**src/rtl/alu_writeback_if.sv**
```systemverilog
// Result handshake between the 8051 ALU and its writeback stage.
// The ALU side drives results; the stage returns ready/done/ext strobes.
interface alu_writeback_if;
    logic       wb_valid;
    logic       wb_ready;
    logic [3:0] wb_opcode;
    logic [1:0] wb_dest;
    logic       wb_bit_op;
    logic [7:0] res_1;
    logic [7:0] res_2;
    logic       res_cy;
    logic       res_ac;
    logic       res_ov;
    logic       wb_done;
    logic       ext_we;
    logic [7:0] ext_wdata;

    modport master (
        output wb_valid, wb_opcode, wb_dest, wb_bit_op,
        output res_1, res_2, res_cy, res_ac, res_ov,
        input  wb_ready, wb_done, ext_we, ext_wdata
    );

    modport slave (
        input  wb_valid, wb_opcode, wb_dest, wb_bit_op,
        input  res_1, res_2, res_cy, res_ac, res_ov,
        output wb_ready, wb_done, ext_we, ext_wdata
    );
endinterface

```
**src/rtl/alu_writeback.sv**
```systemverilog
// 8051 ALU result/flag commit stage owning ACC, B and PSW.
// Also serves the SFR read/write port for those three registers.
module alu_writeback #(
    parameter logic [7:0] ACC_ADDR = 8'hE0,
    parameter logic [7:0] B_ADDR   = 8'hF0,
    parameter logic [7:0] PSW_ADDR = 8'hD0
) (
    input  logic       clock,
    input  logic       reset,
    alu_writeback_if.slave wb,
    input  logic       sfr_we,
    input  logic [7:0] sfr_addr,
    input  logic [7:0] sfr_wdata,
    output logic [7:0] sfr_rdata,
    output logic       sfr_conflict,
    output logic [7:0] acc,
    output logic [7:0] b_reg,
    output logic [7:0] psw,
    output logic       carry_flag,
    output logic       aux_flag
);

    localparam logic [3:0] OP_ADD  = 4'h0;
    localparam logic [3:0] OP_ADDC = 4'h1;
    localparam logic [3:0] OP_SUBB = 4'h2;
    localparam logic [3:0] OP_MUL  = 4'h5;
    localparam logic [3:0] OP_DIV  = 4'h6;
    localparam logic [3:0] OP_ANL  = 4'h9;
    localparam logic [3:0] OP_ORL  = 4'hA;
    localparam logic [3:0] OP_RLC  = 4'hD;
    localparam logic [3:0] OP_RRC  = 4'hF;

    typedef enum logic [1:0] {
        IDLE   = 2'd0,
        HOLD   = 2'd1,
        COMMIT = 2'd2
    } state_t;

    state_t     state;
    logic [3:0] op_q;
    logic [1:0] dest_q;
    logic       bit_q;
    logic [7:0] r1_q;
    logic [7:0] r2_q;
    logic       cy_q;
    logic       ac_q;
    logic       ov_q;

    logic [7:0] acc_q;
    logic [7:0] b_q;
    logic [7:1] psw_hi;

    logic ready_q;
    logic done_q;
    logic ext_q;
    logic conf_q;

    logic       commit;
    logic       is_arith;
    logic       is_muldiv;
    logic       is_rot;
    logic       is_bitlog;
    logic       wr_acc;
    logic       wr_b;
    logic       wr_ext;
    logic       wr_cy;
    logic       wr_ac;
    logic       wr_ov;
    logic       sfr_acc;
    logic       sfr_b;
    logic       sfr_psw;
    logic       conflict;
    logic [7:0] acc_nxt;
    logic [7:0] b_nxt;
    logic [7:1] psw_nxt;

    always_comb begin
        commit    = (state == COMMIT);
        is_arith  = (op_q == OP_ADD) || (op_q == OP_ADDC)
                 || (op_q == OP_SUBB);
        is_muldiv = (op_q == OP_MUL) || (op_q == OP_DIV);
        is_rot    = (op_q == OP_RLC) || (op_q == OP_RRC);
        is_bitlog = bit_q && ((op_q == OP_ANL) || (op_q == OP_ORL));

        // dest 11 is reserved and falls through as flags-only
        wr_acc = commit && (is_muldiv
              || (!is_bitlog && dest_q == 2'b00));
        wr_b   = commit && is_muldiv;
        wr_ext = commit && !is_muldiv && !is_bitlog
              && (dest_q == 2'b01);
        wr_cy  = commit && (is_arith || is_muldiv
              || is_rot || is_bitlog);
        wr_ac  = commit && is_arith;
        wr_ov  = commit && (is_arith || is_muldiv);

        sfr_acc = sfr_we && (sfr_addr == ACC_ADDR);
        sfr_b   = sfr_we && (sfr_addr == B_ADDR);
        sfr_psw = sfr_we && (sfr_addr == PSW_ADDR);

        conflict = (sfr_acc && wr_acc) || (sfr_b && wr_b)
                || (sfr_psw && (wr_cy || wr_ac || wr_ov));

        acc_nxt = acc_q;
        if (wr_acc)
            acc_nxt = r1_q;
        else if (sfr_acc)
            acc_nxt = sfr_wdata;

        b_nxt = b_q;
        if (wr_b)
            b_nxt = r2_q;
        else if (sfr_b)
            b_nxt = sfr_wdata;

        // commit overrides only the flag bits it owns
        psw_nxt = sfr_psw ? sfr_wdata[7:1] : psw_hi;
        if (wr_cy)
            psw_nxt[7] = is_muldiv ? 1'b0 : cy_q;
        if (wr_ac)
            psw_nxt[6] = ac_q;
        if (wr_ov)
            psw_nxt[2] = ov_q;
    end

    always_ff @(posedge clock or negedge reset) begin
        if (!reset) begin
            state   <= IDLE;
            op_q    <= '0;
            dest_q  <= '0;
            bit_q   <= 1'b0;
            r1_q    <= '0;
            r2_q    <= '0;
            cy_q    <= 1'b0;
            ac_q    <= 1'b0;
            ov_q    <= 1'b0;
            acc_q   <= '0;
            b_q     <= '0;
            psw_hi  <= '0;
            ready_q <= 1'b1;
            done_q  <= 1'b0;
            ext_q   <= 1'b0;
            conf_q  <= 1'b0;
        end else begin
            acc_q  <= acc_nxt;
            b_q    <= b_nxt;
            psw_hi <= psw_nxt;
            done_q <= commit;
            ext_q  <= wr_ext;
            conf_q <= conflict;
            unique case (state)
                IDLE: begin
                    if (wb.wb_valid) begin
                        op_q    <= wb.wb_opcode;
                        dest_q  <= wb.wb_dest;
                        bit_q   <= wb.wb_bit_op;
                        r1_q    <= wb.res_1;
                        r2_q    <= wb.res_2;
                        cy_q    <= wb.res_cy;
                        ac_q    <= wb.res_ac;
                        ov_q    <= wb.res_ov;
                        state   <= HOLD;
                        ready_q <= 1'b0;
                    end
                end
                HOLD: begin
                    state   <= COMMIT;
                    ready_q <= 1'b0;
                end
                COMMIT: begin
                    state   <= IDLE;
                    ready_q <= 1'b1;
                end
                default: begin
                    state   <= IDLE;
                    ready_q <= 1'b1;
                end
            endcase
        end
    end

    always_comb begin
        sfr_rdata = 8'h00;
        if (sfr_addr == ACC_ADDR)
            sfr_rdata = acc;
        else if (sfr_addr == B_ADDR)
            sfr_rdata = b_q;
        else if (sfr_addr == PSW_ADDR)
            sfr_rdata = psw;
    end

    assign acc          = acc_q;
    assign b_reg        = b_q;
    assign psw          = {psw_hi, ^acc_q};
    assign carry_flag   = psw_hi[7];
    assign aux_flag     = psw_hi[6];
    assign sfr_conflict = conf_q;
    assign wb.wb_ready  = ready_q;
    assign wb.wb_done   = done_q;
    assign wb.ext_we    = ext_q;
    assign wb.ext_wdata = r1_q;

endmodule

```
**src/flat_wrapper.sv**
```systemverilog
// flat-port wrapper written by rule: the top's interface ports become plain ports
module alu_writeback_flat 
#(
    parameter logic [7:0] ACC_ADDR = 8'hE0,
    parameter logic [7:0] B_ADDR   = 8'hF0,
    parameter logic [7:0] PSW_ADDR = 8'hD0
)
  (clock, reset, sfr_we, sfr_addr, sfr_wdata, sfr_rdata, sfr_conflict, acc, b_reg, psw, carry_flag, aux_flag, wb_wb_valid, wb_wb_opcode, wb_wb_dest, wb_wb_bit_op, wb_res_1, wb_res_2, wb_res_cy, wb_res_ac, wb_res_ov, wb_wb_ready, wb_wb_done, wb_ext_we, wb_ext_wdata);
  alu_writeback_if wb_i ();
  input  logic clock;
  input  logic reset;
  input  logic sfr_we;
  input  logic [7:0] sfr_addr;
  input  logic [7:0] sfr_wdata;
  output logic [7:0] sfr_rdata;
  output logic sfr_conflict;
  output logic [7:0] acc;
  output logic [7:0] b_reg;
  output logic [7:0] psw;
  output logic carry_flag;
  output logic aux_flag;
  input wire logic [$bits(wb_i.wb_valid)-1:0] wb_wb_valid;
  input wire logic [$bits(wb_i.wb_opcode)-1:0] wb_wb_opcode;
  input wire logic [$bits(wb_i.wb_dest)-1:0] wb_wb_dest;
  input wire logic [$bits(wb_i.wb_bit_op)-1:0] wb_wb_bit_op;
  input wire logic [$bits(wb_i.res_1)-1:0] wb_res_1;
  input wire logic [$bits(wb_i.res_2)-1:0] wb_res_2;
  input wire logic [$bits(wb_i.res_cy)-1:0] wb_res_cy;
  input wire logic [$bits(wb_i.res_ac)-1:0] wb_res_ac;
  input wire logic [$bits(wb_i.res_ov)-1:0] wb_res_ov;
  output wire logic [$bits(wb_i.wb_ready)-1:0] wb_wb_ready;
  output wire logic [$bits(wb_i.wb_done)-1:0] wb_wb_done;
  output wire logic [$bits(wb_i.ext_we)-1:0] wb_ext_we;
  output wire logic [$bits(wb_i.ext_wdata)-1:0] wb_ext_wdata;
  assign wb_i.wb_valid = wb_wb_valid;
  assign wb_i.wb_opcode = wb_wb_opcode;
  assign wb_i.wb_dest = wb_wb_dest;
  assign wb_i.wb_bit_op = wb_wb_bit_op;
  assign wb_i.res_1 = wb_res_1;
  assign wb_i.res_2 = wb_res_2;
  assign wb_i.res_cy = wb_res_cy;
  assign wb_i.res_ac = wb_res_ac;
  assign wb_i.res_ov = wb_res_ov;
  assign wb_wb_ready = wb_i.wb_ready;
  assign wb_wb_done = wb_i.wb_done;
  assign wb_ext_we = wb_i.ext_we;
  assign wb_ext_wdata = wb_i.ext_wdata;
  alu_writeback #(.ACC_ADDR(ACC_ADDR), .B_ADDR(B_ADDR), .PSW_ADDR(PSW_ADDR)) u_core (.clock(clock), .reset(reset), .wb(wb_i), .sfr_we(sfr_we), .sfr_addr(sfr_addr), .sfr_wdata(sfr_wdata), .sfr_rdata(sfr_rdata), .sfr_conflict(sfr_conflict), .acc(acc), .b_reg(b_reg), .psw(psw), .carry_flag(carry_flag), .aux_flag(aux_flag));
endmodule
```
**config.mk**
```make
export PLATFORM = sky130hd
export DESIGN_NAME = alu_writeback_flat
export DESIGN_NICKNAME = d
export VERILOG_FILES = /design/src/rtl/alu_writeback_if.sv /design/src/rtl/alu_writeback.sv /design/src/flat_wrapper.sv
export SDC_FILE = /design/constraint.sdc
export NUM_CORES = 1
export LEC_CHECK = 0
export CORE_AREA = 2 2 101 74
export DETAILED_ROUTE_END_ITERATION = 8
export DIE_AREA = 0 0 103 76
export GPL_TIMING_DRIVEN = 0
export HOLD_SLACK_MARGIN = 0.06
export PLACE_DENSITY = 0.74
export RECOVER_POWER = 50
export SLEW_MARGIN = 20
export SYNTH_ARGS = -nofsm -noshare
export SYNTH_HDL_FRONTEND = slang
export SYNTH_SLANG_ARGS = --single-unit
```
**constraint.sdc**
```tcl
create_clock -name clock -period 1.7 [get_ports clock]
set_clock_uncertainty 0.1 [all_clocks]
set_input_delay 0.34 -clock clock [delete_from_list [all_inputs] [get_ports clock]]
set_output_delay 0.34 -clock clock [all_outputs]
set_load 0.03 [all_outputs]
```
# After elaboration in Yosys (flattened, before gate mapping)
# Index checks and enable logic that the tools add are counted.
dict set report totals {
  input_bits 46
  elab_cells 91
  out_inout_bits 46
  reg_bits 55
}
dict set report op_classes {
  eq_ne 15
  mux 16
  n_reduce_logical 41
}
# operator n
set op_table {}
lappend op_table {{$mux W8} 7}
lappend op_table {{$eq A8 B8 Y1 const B} 3}
lappend op_table {{$eq A4 B4 Y1 const B} 4}
lappend op_table {{$logic_and A1 B1 Y1} 16}
lappend op_table {{$logic_or A1 B1 Y1} 13}
lappend op_table {{$reduce_bool A2 Y1} 5}
lappend op_table {{$eq A4 B3 Y1 const B} 2}
lappend op_table {{$reduce_xor A8 Y1} 1}
lappend op_table {{$mux W7} 1}
lappend op_table {{$mux W1} 5}
lappend op_table {{$eq A2 B1 Y1 const B} 2}
lappend op_table {{$eq A4 B1 Y1 const B} 1}
lappend op_table {{$eq A4 B2 Y1 const B} 1}
lappend op_table {{$logic_not A2 Y1} 2}
lappend op_table {{$logic_not A4 Y1} 1}
lappend op_table {{$pmux W2 S2} 1}
lappend op_table {{$eq A2 B2 Y1 const B} 1}
lappend op_table {{$logic_not A1 Y1} 2}
lappend op_table {{$mux W2} 1}
lappend op_table {{$ne A2 B2 Y1 const B} 1}
lappend op_table {{$pmux W1 S2} 1}
lappend op_table {{$reduce_and A2 Y1} 1}

# Longest topological paths before layout
# Gate-level depths: netlist (run 1).
dict set report logic_depth {
  depth_word 11
  mapped_depth 6
}

# Worst setup path after synthesis (run 1)
# OpenSTA, ideal clock, no wires.
dict set report synth_timing {
  path_kind {flip-flop to output port}
  start {register u_core.acc_q[7] (netlist: u_core.acc[7])}
  end {output port sfr_rdata[0]}
  t_arrival_ps 1854
  stages_incl_launch_ff 5
  slack_ps -594
  required_time_ps 1260
  cell_sequence {dfrtp_1 -> xor2_1 -> xnor2_1 -> xnor2_1 -> a2bb2o_1}
}
dict set report synth_between {
  elab_chain_len 4
}
# element line_no
set synth_lines {}
lappend synth_lines {{start, declared} alu_writeback.sv:49} ;# logic [7:0] acc_q;
lappend synth_lines {{start signal, assigned} alu_writeback.sv:144} ;# acc_q <= acc_nxt;
lappend synth_lines {{$reduce_xor A8 Y1} alu_writeback.sv:193} ;# assign psw = {psw_hi, ^acc_q};
lappend synth_lines {{net psw[0]} flat_wrapper.sv:19} ;# output logic [7:0] psw;
lappend synth_lines {{$mux W8} alu_writeback.sv:187} ;# else if (sfr_addr == PSW_ADDR)
lappend synth_lines {{$mux W8} alu_writeback.sv:185} ;# else if (sfr_addr == B_ADDR)
lappend synth_lines {{$mux W8} alu_writeback.sv:183} ;# if (sfr_addr == ACC_ADDR)
lappend synth_lines {{end, declared} flat_wrapper.sv:15} ;# output logic [7:0] sfr_rdata;
# The timed path passes the listed nets, and every way through them passes these cells.

# Final worst setup path (run 1)
dict set report layout_timing {
  start {register u_core.acc_q[1] (netlist: u_core.acc[1])}
  end {output port sfr_rdata[0]}
}
dict set report layout_between {
  elab_chain_len 4
}
# element line_no
set layout_lines {}
lappend layout_lines {{$reduce_xor A8 Y1} alu_writeback.sv:193}
lappend layout_lines {{$mux W8} alu_writeback.sv:187}
lappend layout_lines {{$mux W8} alu_writeback.sv:185}
lappend layout_lines {{$mux W8} alu_writeback.sv:183}
# No other way between the ends.

==> impl_results.md, run 1 <==
* Die X at 103 um
* CP Class: reg2out
* # rows at 26
* Via density at 5.02
* I/O pin count at just over 90
* Clock share of power at 0.114
* Routed length per instance at between 15 and 20 um
* EDFF count, synth at 0
* Worst Setup End Kind: primary output
* Relative slew slack at 0.497
* PnR worst setup slack at -0.370 ns
* CTS tree: yes
* Status: finished with violations
* Commonest non-fill, non-tap cells in the layout: dfrtp_1, mux2_2, clkdlybuf4s50_1
* Cell area after synthesis at approximately 2700 um^2
* Worst min path class: reg2reg
* Hold depth at 1
* Cell count after synthesis at 220
* Crit-path cells: xnor2_2 -> xnor2_2 -> xnor2_4 -> a2bb2o_4 -> buf_6
* Initial DRT Pass Iterations at 4
* Gr usage total at 0.195
* IO Port Bufs at between 90 and 100
* Max Fanout on Critical Path at 2
* DR vias at 2230
* Antenna Nets Post-Route at 0
* Antenna cells at 0
* Leakage at between 0.002 and 0.0025 uW
* GRT Max-Usage Layer: met2
* CP arrival at 1.63 ns
* Final Non-Filler Cells at ~440
* Worst Tran Pin Value at about 0.75 ns
* H-tree depth at 2
* #FFs+latches synth at 55
* Final setup TNS at -4.27 ns
* Largest net degree at the start of global routing at 56
* Maximum clock path buffer count at 2
* Final period utilization at 1.22
* Slowest stage delay, CP at 0.44 ns
* Total gr overflow at 0
* Area delta synth->final at 58.0%
* Met3 usage at 0.0413
* Die H at 76 um
* Fraction of registers with async set/reset at 1.00
* Int Pwr at 3790 uW
* Gp weighted congestion at ~0.90
* RSZ-0062 raised after global routing: yes
* Cell mode on critical path: xnor2_2
* Critical-path top delay cell: dfrtp_2
* Hold Vio Cnt, Final at 0
* Yosys cell types at 36
* Synth Warn # at 0
* Dominant cells by area after synthesis: dfrtp_1, mux2_2, mux2_4
* Synth Flop Type: dfrtp_1
* Logic gate share of total power at 0.553
* Final #Nets at 391
* # clock sinks at between 50 and 60
* Final setup violation count at 31
* Clock transition at path regs at 0.09 ns
* Startpoint types: flop
* Initial Util at 0.392
* Psw at between 2000 and 3000 uW
* Share of Yosys cell area claimed by the top area cell type at 0.495
* Fmax at ~480 MHz
* Post-DP HPWL at 5.01 mm
* Switching part of the total at 0.409
* M1 GR Usage at 0.288
* Clock Latency Late Sink at ~0.30 ns
* Power per cell area at roughly 1500 nW/um^2
* Hold WS at around 0.42 ns
* First-pass GRT wire length at 11.8 mm
* Max Cap Viol at 0
* Share of cells above drive strength 1 at 0.454
* TritonCTS Buffers at 5
* Core area at between 6000 and 7000 um^2
* Most common cell after layout, fill and taps aside: dfrtp_1
* Area of the multi-input gates at between 1500 and 2000 um^2
* DIE AREA at around 7800 um^2
* Register area at roughly 1400 um^2
* Final worst path period need at between 2 and 2.5 ns
* Root buffer cell: clkbuf_8
* Mapped Avg Cell Area at 12.4 um^2
* Vias in the first global route at around 2.3k
* Number of DRC violations after detailed-routing iteration 0 at ~140
* Sequential fraction of the synthesis area at 0.505
* DRC violations left at 0
* Critical Path RT at about 1.3 ns
* Slew Viols, Final at 0
* Seq pwr share at 0.333
* Routed WL at 7.55 mm
* Maximum vdd drop at 793 uV
* Synthesized Nets at 266
* Initial antenna violation count at 0
* M2 GR Usage at 0.304
* Placed insts at 409
* Failing checks: setup timing
* Synth area leader: dfrtp_1
* # fillers at 588
* Worst Reg-to-Reg Cells at 4
-- final timing paths --
check / startpoint / endpoint / slack [ns]
worst max register to register: u_core.state[0]$_DFFE_PN0P_ / u_core.wb.ext_wdata[4]$_DFFE_PN0P_ / -0.16
worst max-delay path: u_core.acc[1]$_DFFE_PN0P_ / sfr_rdata[0] / -0.37
max in group asynchronous: reset / u_core.op_q[1]$_DFFE_PN0P_ / 0.38
min in group asynchronous: reset / u_core.wb.ext_wdata[0]$_DFFE_PN0P_ / 0.59
worst min register to register: u_core.cy_q$_DFFE_PN0P_ / u_core.cy_q$_DFFE_PN0P_ / 0.42
worst min-delay path: u_core.cy_q$_DFFE_PN0P_ / u_core.cy_q$_DFFE_PN0P_ / 0.42
-- cell families after synthesis --
logic type,after synthesis,synth area share
DFF,55,0.505
AOI/OAI and AO/OA,28,0.0683
and+or+nand+nor,46,0.0894
buffers and inverters,17,0.0335
muxes,66,0.278
xor gates and xnor gates,8,0.0257
-- routing by layer --
| metal | up-vias | share of wire |
|---|---|---|
| met5 | - | 0 |
| met4 | 0 | 0.0030 |
| met3 | 4 | 0.072 |
| met2 | 95 | 0.46 |
| met1 | 1094 | 0.46 |
| li1 | 1037 | - |
-- through the flow --
step / cell area [um^2] / total power, uW / util / setup slack, ns
global placement: 3870 / 5530 / 0.556 / -1.70
global route: 4310 / 6780 / 0.619 / -0.437
detailed placement: 3870 / 5590 / 0.556 / -1.18
finish: 4310 / 6410 / 0.619 / -0.370
floorplan: 2840 / 4430 / - / -0.119
CTS: 4220 / 6360 / 0.606 / -0.389
-- Yosys cell counts, drive strengths merged, types with 2 or more instances --
cell,n
o21ai,3
mux2,55
buf,11
a21o,2
nand2,8
mux2i,11
a21oi,10
xor2,2
nand3,2
clkbuf,2
xnor2,6
inv,4
a22oi,7
nand4,3
nor2,21
nor3b,3
dfrtp,54
nor2b,3
and3,2
-- final cells by class --
class                      instances  share of cell area
buffer                            13              0.0238
tap                               98              0.0284
clock inverter                     1             0.00116
inverter                           4             0.00348
sequential                        55               0.322
clock buffer                       7              0.0200
multi-input combinational        149               0.352
timing repair buffer             117               0.248
-- worst max-delay path: cells and delay by family, from the launching register on --
kind	cells	cell delay, ns
AO/OA/AOI/OAI	1	0.22
XOR/XNOR	3	0.55
flip-flops	1	0.44
buffers and inverters	1	0.13
-- power groups by stage --
stage / combinational (uW) / sequential, uW / clock [uW]
after floorplan: 1800 / 2630 / 0
after global placement: 3360 / 2170 / 0
after detailed placement: 3410 / 2180 / 0
after CTS: 3470 / 2130 / 761
after global routing: 3760 / 2210 / 810
final: 3540 / 2140 / 731
-- repair_timing --
action                     CTS  global route
hold buffers                 1             0
cloned                       3             0
hold endpoints to repair    54             0
setup buffers               16             8
pin swaps                   13             7
resized for setup          146            32
setup endpoints to repair   87            40
Note: power is estimated with default switching activity, not from simulation.
==> inputs of run 2 (changes only) <==
Settings changed: CTS_CLUSTER_SIZE from default to 28.
==> results of run 2 <==
The final DEF is identical to that of run 1; final timing and power are the same.
==> inputs of run 3 (changes only) <==
Settings changed: SETUP_SLACK_MARGIN from default to 0.1, SKIP_LAST_GASP from default to 1.
==> run 3 against run 2 <==
Fmax shrank 1.6%. Non-clock buffer count grew 11. Power grew 12%. Die area is the same. Routed wire length grew 4.4%. Register-to-register slack gained 0.06 ns. The run still ends with setup timing left. Sequential share of layout area shrank 1.4 points. Critical path type unchanged. Critical path depth is the same. Via count grew 3.4%. Sequential power is essentially flat.
==> impl_results.md, run 3 (same netlist as run 1, synthesis figures left out) <==
* Final #Nets at 402 (+2.8%)
* Status: finished with violations
* I/O pin count at 92 (unchanged)
* Worst Tran Pin Value at 0.742 ns (-0.0124 ns)
* Maximum clock path buffer count at 2 (unchanged)
* Hold WS at 0.418 ns (+0.00260 ns)
* Root buffer cell: clkbuf_8
* RSZ-0062 raised after global routing: yes
* Routed WL at 7.88 mm (+4.4%)
* Startpoint types: flop
* Initial Util at 0.392 (unchanged)
* Hold Vio Cnt, Final at 0 (unchanged)
* Via density at 5.07 (+0.91%)
* # rows at 26 (unchanged)
* Final setup TNS at -3.65 ns (+0.626 ns)
* Total gr overflow at 0 (unchanged)
* Post-DP HPWL at 5.11 mm (+1.9%)
* Relative slew slack at 0.505 (+0.00827)
* Final setup violation count at 25 (-19%)
* Maximum vdd drop at 1670 uV (+110%)
* Power Total at 7210 uW (+12%)
* Clock Latency Late Sink at 0.31 ns (about the same)
* Antenna cells at 0 (unchanged)
* Commonest non-fill, non-tap cells in the layout: mux2_2, dfrtp_1, clkdlybuf4s50_1
* Number of DRC violations after detailed-routing iteration 0 at 123 (-10%)
* First-pass GRT wire length at 12.3 mm (+3.8%)
* CTS tree: yes
* DRC violations left at 0 (unchanged)
* Routed length per instance at 17.3 um (+1.9%)
* H-tree depth at 2 (unchanged)
* TritonCTS Buffers at 5 (unchanged)
* Final period utilization at 1.24 (+0.0192)
* Largest net degree at the start of global routing at 56 (unchanged)
* Worst Setup End Kind: primary output
* Fmax at 476 MHz (-1.6%)
* Max Fanout on Critical Path at 4 (+2)
* Share of cells above drive strength 1 at 0.510 (+0.0560)
* Gp weighted congestion at 0.827 (-7.9%)
* PnR worst setup slack at -0.402 ns (-0.0326 ns)
* Clock transition at path regs at 0.10 ns (about the same)
* # clock sinks at 55 (unchanged)
* Power per cell area at 1600 nW/um^2 (+7.4%)
* Slew Viols, Final at 0 (unchanged)
* Max Cap Viol at 0 (unchanged)
* Core area at 6960 um^2 (unchanged)
* Worst min path class: reg2reg
* Final worst path period need at 2.10 ns (+0.0326 ns)
* Critical Path RT at 1.26 ns (about the same)
* Antenna Nets Post-Route at 0 (unchanged)
* DIE AREA at 7830 um^2 (unchanged)
* Die X at 103 um (unchanged)
* Leakage at 0.00207 uW (+2.9%)
* DR vias at 2306 (+3.4%)
* Initial antenna violation count at 0 (unchanged)
* CP arrival at 1.66 ns (+0.03 ns)
* Gr usage total at 0.204 (+0.00911)
* Initial DRT Pass Iterations at 4 (unchanged)
* # fillers at 556 (-5.4%)
* Area delta synth->final at 65.4%
* IO Port Bufs at 91 (unchanged)
* Failing checks: setup timing
* CP Class: reg2out
* Vias in the first global route at 2318 (+2.9%)
* Die H at 76 um (unchanged)
## run 3: repair_timing
action / 4_1_cts / 5_1_grt
pin swaps: 15 / 17
cloned: 3 / 0
hold buffers: 1 / 0
setup endpoints to repair: 87 / 66
buffers inserted: 20 / 16
gates resized for setup: 163 / 54
endpoints found under the hold margin: 54 / 0
## run 3: area by class of cell
class                      instances  area [um^2]  area share
multi-input combinational        149         1570       0.347
sequential                        55         1390       0.308
tap                               98          123      0.0272
clock inverter                     3         67.6      0.0150
clock buffer                       5         68.8      0.0152
buffer                            13          124      0.0274
timing repair buffer             128         1160       0.257
inverter                           4         15.0     0.00333
## run 3: path summary, 6_finish.rpt
| kind | slack, ns | start | cells past startpoint | end |
|---|---|---|---|---|
| max | -0.40 | u_core.acc[5]$_DFFE_PN0P_ | 5 | sfr_rdata[0] |
| min | 0.42 | u_core.wb.wb_ready$_DFFE_PN1P_ | 1 | u_core.wb.wb_ready$_DFFE_PN1P_ |
| max reg2reg | -0.10 | u_core.op_q[1]$_DFFE_PN0P_ | 5 | u_core.acc[5]$_DFFE_PN0P_ |
| min reg2reg | 0.42 | u_core.wb.wb_ready$_DFFE_PN1P_ | 1 | u_core.wb.wb_ready$_DFFE_PN1P_ |
| max in group asynchronous | 0.42 | reset | 2 | u_core.acc[1]$_DFFE_PN0P_ |
| min in group asynchronous | 0.55 | reset | 2 | u_core.op_q[0]$_DFFE_PN0P_ |
## run 3: per-stage QoR
| step | cells | area [um^2] | util | setup WS [ns] |
|---|---|---|---|---|
| 2_1_floorplan | 220 | 2910 | - | -0.119 |
| 3_3_place_gp | 409 | 3950 | 0.567 | -1.70 |
| 3_5_place_dp | 409 | 3940 | 0.566 | -1.07 |
| 4_1_cts | 441 | 4330 | 0.622 | -0.450 |
| 5_1_grt | 455 | 4510 | 0.648 | -0.452 |
| 6_report | 455 | 4510 | 0.648 | -0.402 |
## run 3: report_power, final
| group | internal [uW] | leakage (uW) | switching (uW) |
|---|---|---|---|
| Sequential | 1730 | 0.000640 | 396 |
| Clock | 587 | 0.0000644 | 431 |
| Combinational | 2060 | 0.00137 | 2000 |
| Total | 4380 | 0.00207 | 2830 |
## run 3: layer usage
layer | track usage | up-vias | part of all wire
li1 | - | 1065 | -
met1 | 0.293 | 1151 | 0.47
met2 | 0.321 | 77 | 0.46
met3 | 0.0330 | 13 | 0.050
met4 | 0.0539 | 0 | 0.018
met5 | 0 | - | 0
## run 3: critical path: stages (launching register included)
cell	delay [ns]
dfrtp_2	0.45
xnor2_2	0.16
xnor2_2	0.30
xnor2_4	0.11
a2bb2o_4	0.21
buf_6	0.13
==> variant: new RTL, config.mk and constraints of run 1 <==
Encoding of `state_t`: now one-hot (3 bits for 3 states).
--- a/src/rtl/alu_writeback.sv
+++ b/src/rtl/alu_writeback.sv
@@ -32,6 +32,6 @@
 
-    typedef enum logic [1:0] {
-        IDLE   = 2'd0,
-        HOLD   = 2'd1,
-        COMMIT = 2'd2
+    typedef enum logic [2:0] {
+        IDLE   = 3'b001,
+        HOLD   = 3'b010,
+        COMMIT = 3'b100
     } state_t;
Check against the original RTL: same outputs for any inputs over 10 cycles, from zero or initial values and one cycle with reset low; not proved beyond that.
==> variant against run 1 <==
  * The flow still finishes with violations (negative setup slack)
  * Clock power grew 22%
  * Global-route usage rose by 0.99 points
  * Power increased by 5.6%
  * Cell area increased by 2.1%
  * Area after synthesis unchanged
  * Count of clock-buffer cells in the layout decreased by 1
  * Wire length is 5.6% higher
  * Non-clock buffer count stayed put
  * Die area did not move
  * Sequential cell count stayed put
  * Sequential share of layout area decreased by 0.63 points
  * Setup slack got worse by 20 ps
  * Largest power group unchanged
==> variant: results (changes against run 1) <==
[metrics] setup ws final: -390 ps (was -370 ps)
[metrics] proportion of synthesized chip area in sequential cells: 0.505 (unchanged)
[metrics] worst setup slack before clock tree synthesis: -1160 ps (was -1180 ps)
[metrics] wire length of the first global-routing pass: 12300 um (was 11800 um)
[metrics] Setup crit start: u_core.acc[4] (was u_core.acc[1])
[metrics] end of the worst hold path: u_core.ov_q (was u_core.cy_q)
[metrics] status: finished, violations left (unchanged)
[metrics] depth of the worst register-to-register path: 7 (was 4)
[metrics] total nets after synthesis: 263 (was 266)
[metrics] DRC marker count from the first detailed-route iteration: 109 (was 137)
[metrics] via count of the first global-routing pass: 2298 (was 2252)
[metrics] setup slack of the most critical reg-to-reg path: -120 ps (was -160 ps)
[metrics] max-slew violation count: 0 (unchanged)
[metrics] placed wire-length estimate: 5060 um (was 5010 um)
[metrics] list of most frequent post-synthesis cells: sky130_fd_sc_hd__dfrtp_1 (54), sky130_fd_sc_hd__mux2_2 (47), sky130_fd_sc_hd__nor2_1 (22) (was sky130_fd_sc_hd__dfrtp_1 (54), sky130_fd_sc_hd__mux2_2 (47), sky130_fd_sc_hd__nor2_1 (21))
[metrics] sum of routed wire length over all layers: 7980 um (was 7550 um)
[metrics] Final GP Congestion: 0.790 (was 0.899)
[metrics] maximum fanout encountered on the critical timing path: 3 (was 2)
[metrics] GRT Util Overall: 0.205 (was 0.195)
[metrics] worst voltage drop across the vdd grid: 764 uV (was 793 uV)
[metrics] share of synthesized flip-flops with an asynchronous set or reset: 1.00 (unchanged)
[metrics] launch point of the worst reg-to-reg path: u_core.state[0] (unchanged)
[metrics] Filler cells: 574 (was 588)
[metrics] failing checks: negative setup slack (unchanged)
[metrics] cell type of the slowest stage on the worst timing path: sky130_fd_sc_hd__dfrtp_2 (unchanged)
[metrics] setup violation total in the final timing report: 36 (was 31)
[metrics] capture instance of the worst register-to-register path: u_core.acc[0] (was u_core.wb.ext_wdata[4])
[metrics] layout cell share with drive strength beyond 1: 0.483 (was 0.454)
[metrics] nets@finish: 389 (was 391)
[metrics] worst hold slack: 416 ps (was 415 ps)
[metrics] leakage power of the design: 0.00208 uW (was 0.00201 uW)
[metrics] post-placement cell area: 3870 um2 (unchanged)
[metrics] cell types occupying the most area after synthesis: sky130_fd_sc_hd__dfrtp_1 (50%), sky130_fd_sc_hd__mux2_2 (19%), sky130_fd_sc_hd__mux2_4 (4.4%) (unchanged)
[metrics] transition time at the pin with the least slew margin: 755 ps (about the same)
[metrics] worst hold start: u_core.ov_q (was u_core.cy_q)
[metrics] Critical Path AT: 1650 ps (was 1630 ps)
-- variant: power breakdown --
group          internal (uW)  switching [uW]
combinational           1870            1720
sequential              1830             453
clock                    477             418
-- variant: metal layers --
layer  track usage  part of all wire  routed length (um)
met3        0.0358             0.055                 441
met4        0.0447            0.0071                  57
met1         0.287              0.47                3710
met2         0.334              0.47                3760
met5             0                 0                   0
-- variant: cell families after synthesis --
group	count (synthesis)	synth area share
AO/OA/AOI/OAI	26	0.0628
flip-flops	55	0.505
AND/OR/NAND/NOR	46	0.0945
XOR/XNOR	8	0.0284
multiplexers	66	0.278
buffers and inverters	16	0.0312
-- variant: through the flow --
stage / util / total power (uW) / TNS, ps / instances
final: 0.632 / 6770 / -3960 / 442
after global routing: 0.632 / 7110 / -6530 / 442
after CTS: 0.613 / 6540 / -2520 / 433
after detailed placement: 0.556 / 5490 / -30810 / 406
after global placement: 0.556 / 5410 / -111550 / 406
after floorplan: - / 4360 / -1790 / 217
-- variant: cell type report --
type,count,area [um2],area share
buffer,12,106,0.0242
clock buffer,6,82.6,0.0188
clock inverter,2,35.0,0.00796
inverter,4,17.5,0.00398
multi-input combinational,147,1560,0.355
sequential,55,1390,0.316
tap,98,123,0.0279
timing repair buffer,118,1080,0.246
-- variant: timing repair --
item,CTS,global route
pin swaps,15,7
endpoints found under the hold margin,54,0
gates cloned,3,0
resized for setup,159,44
endpoints found under the setup margin,86,50
buffers inserted,15,9
hold buffers,1,0
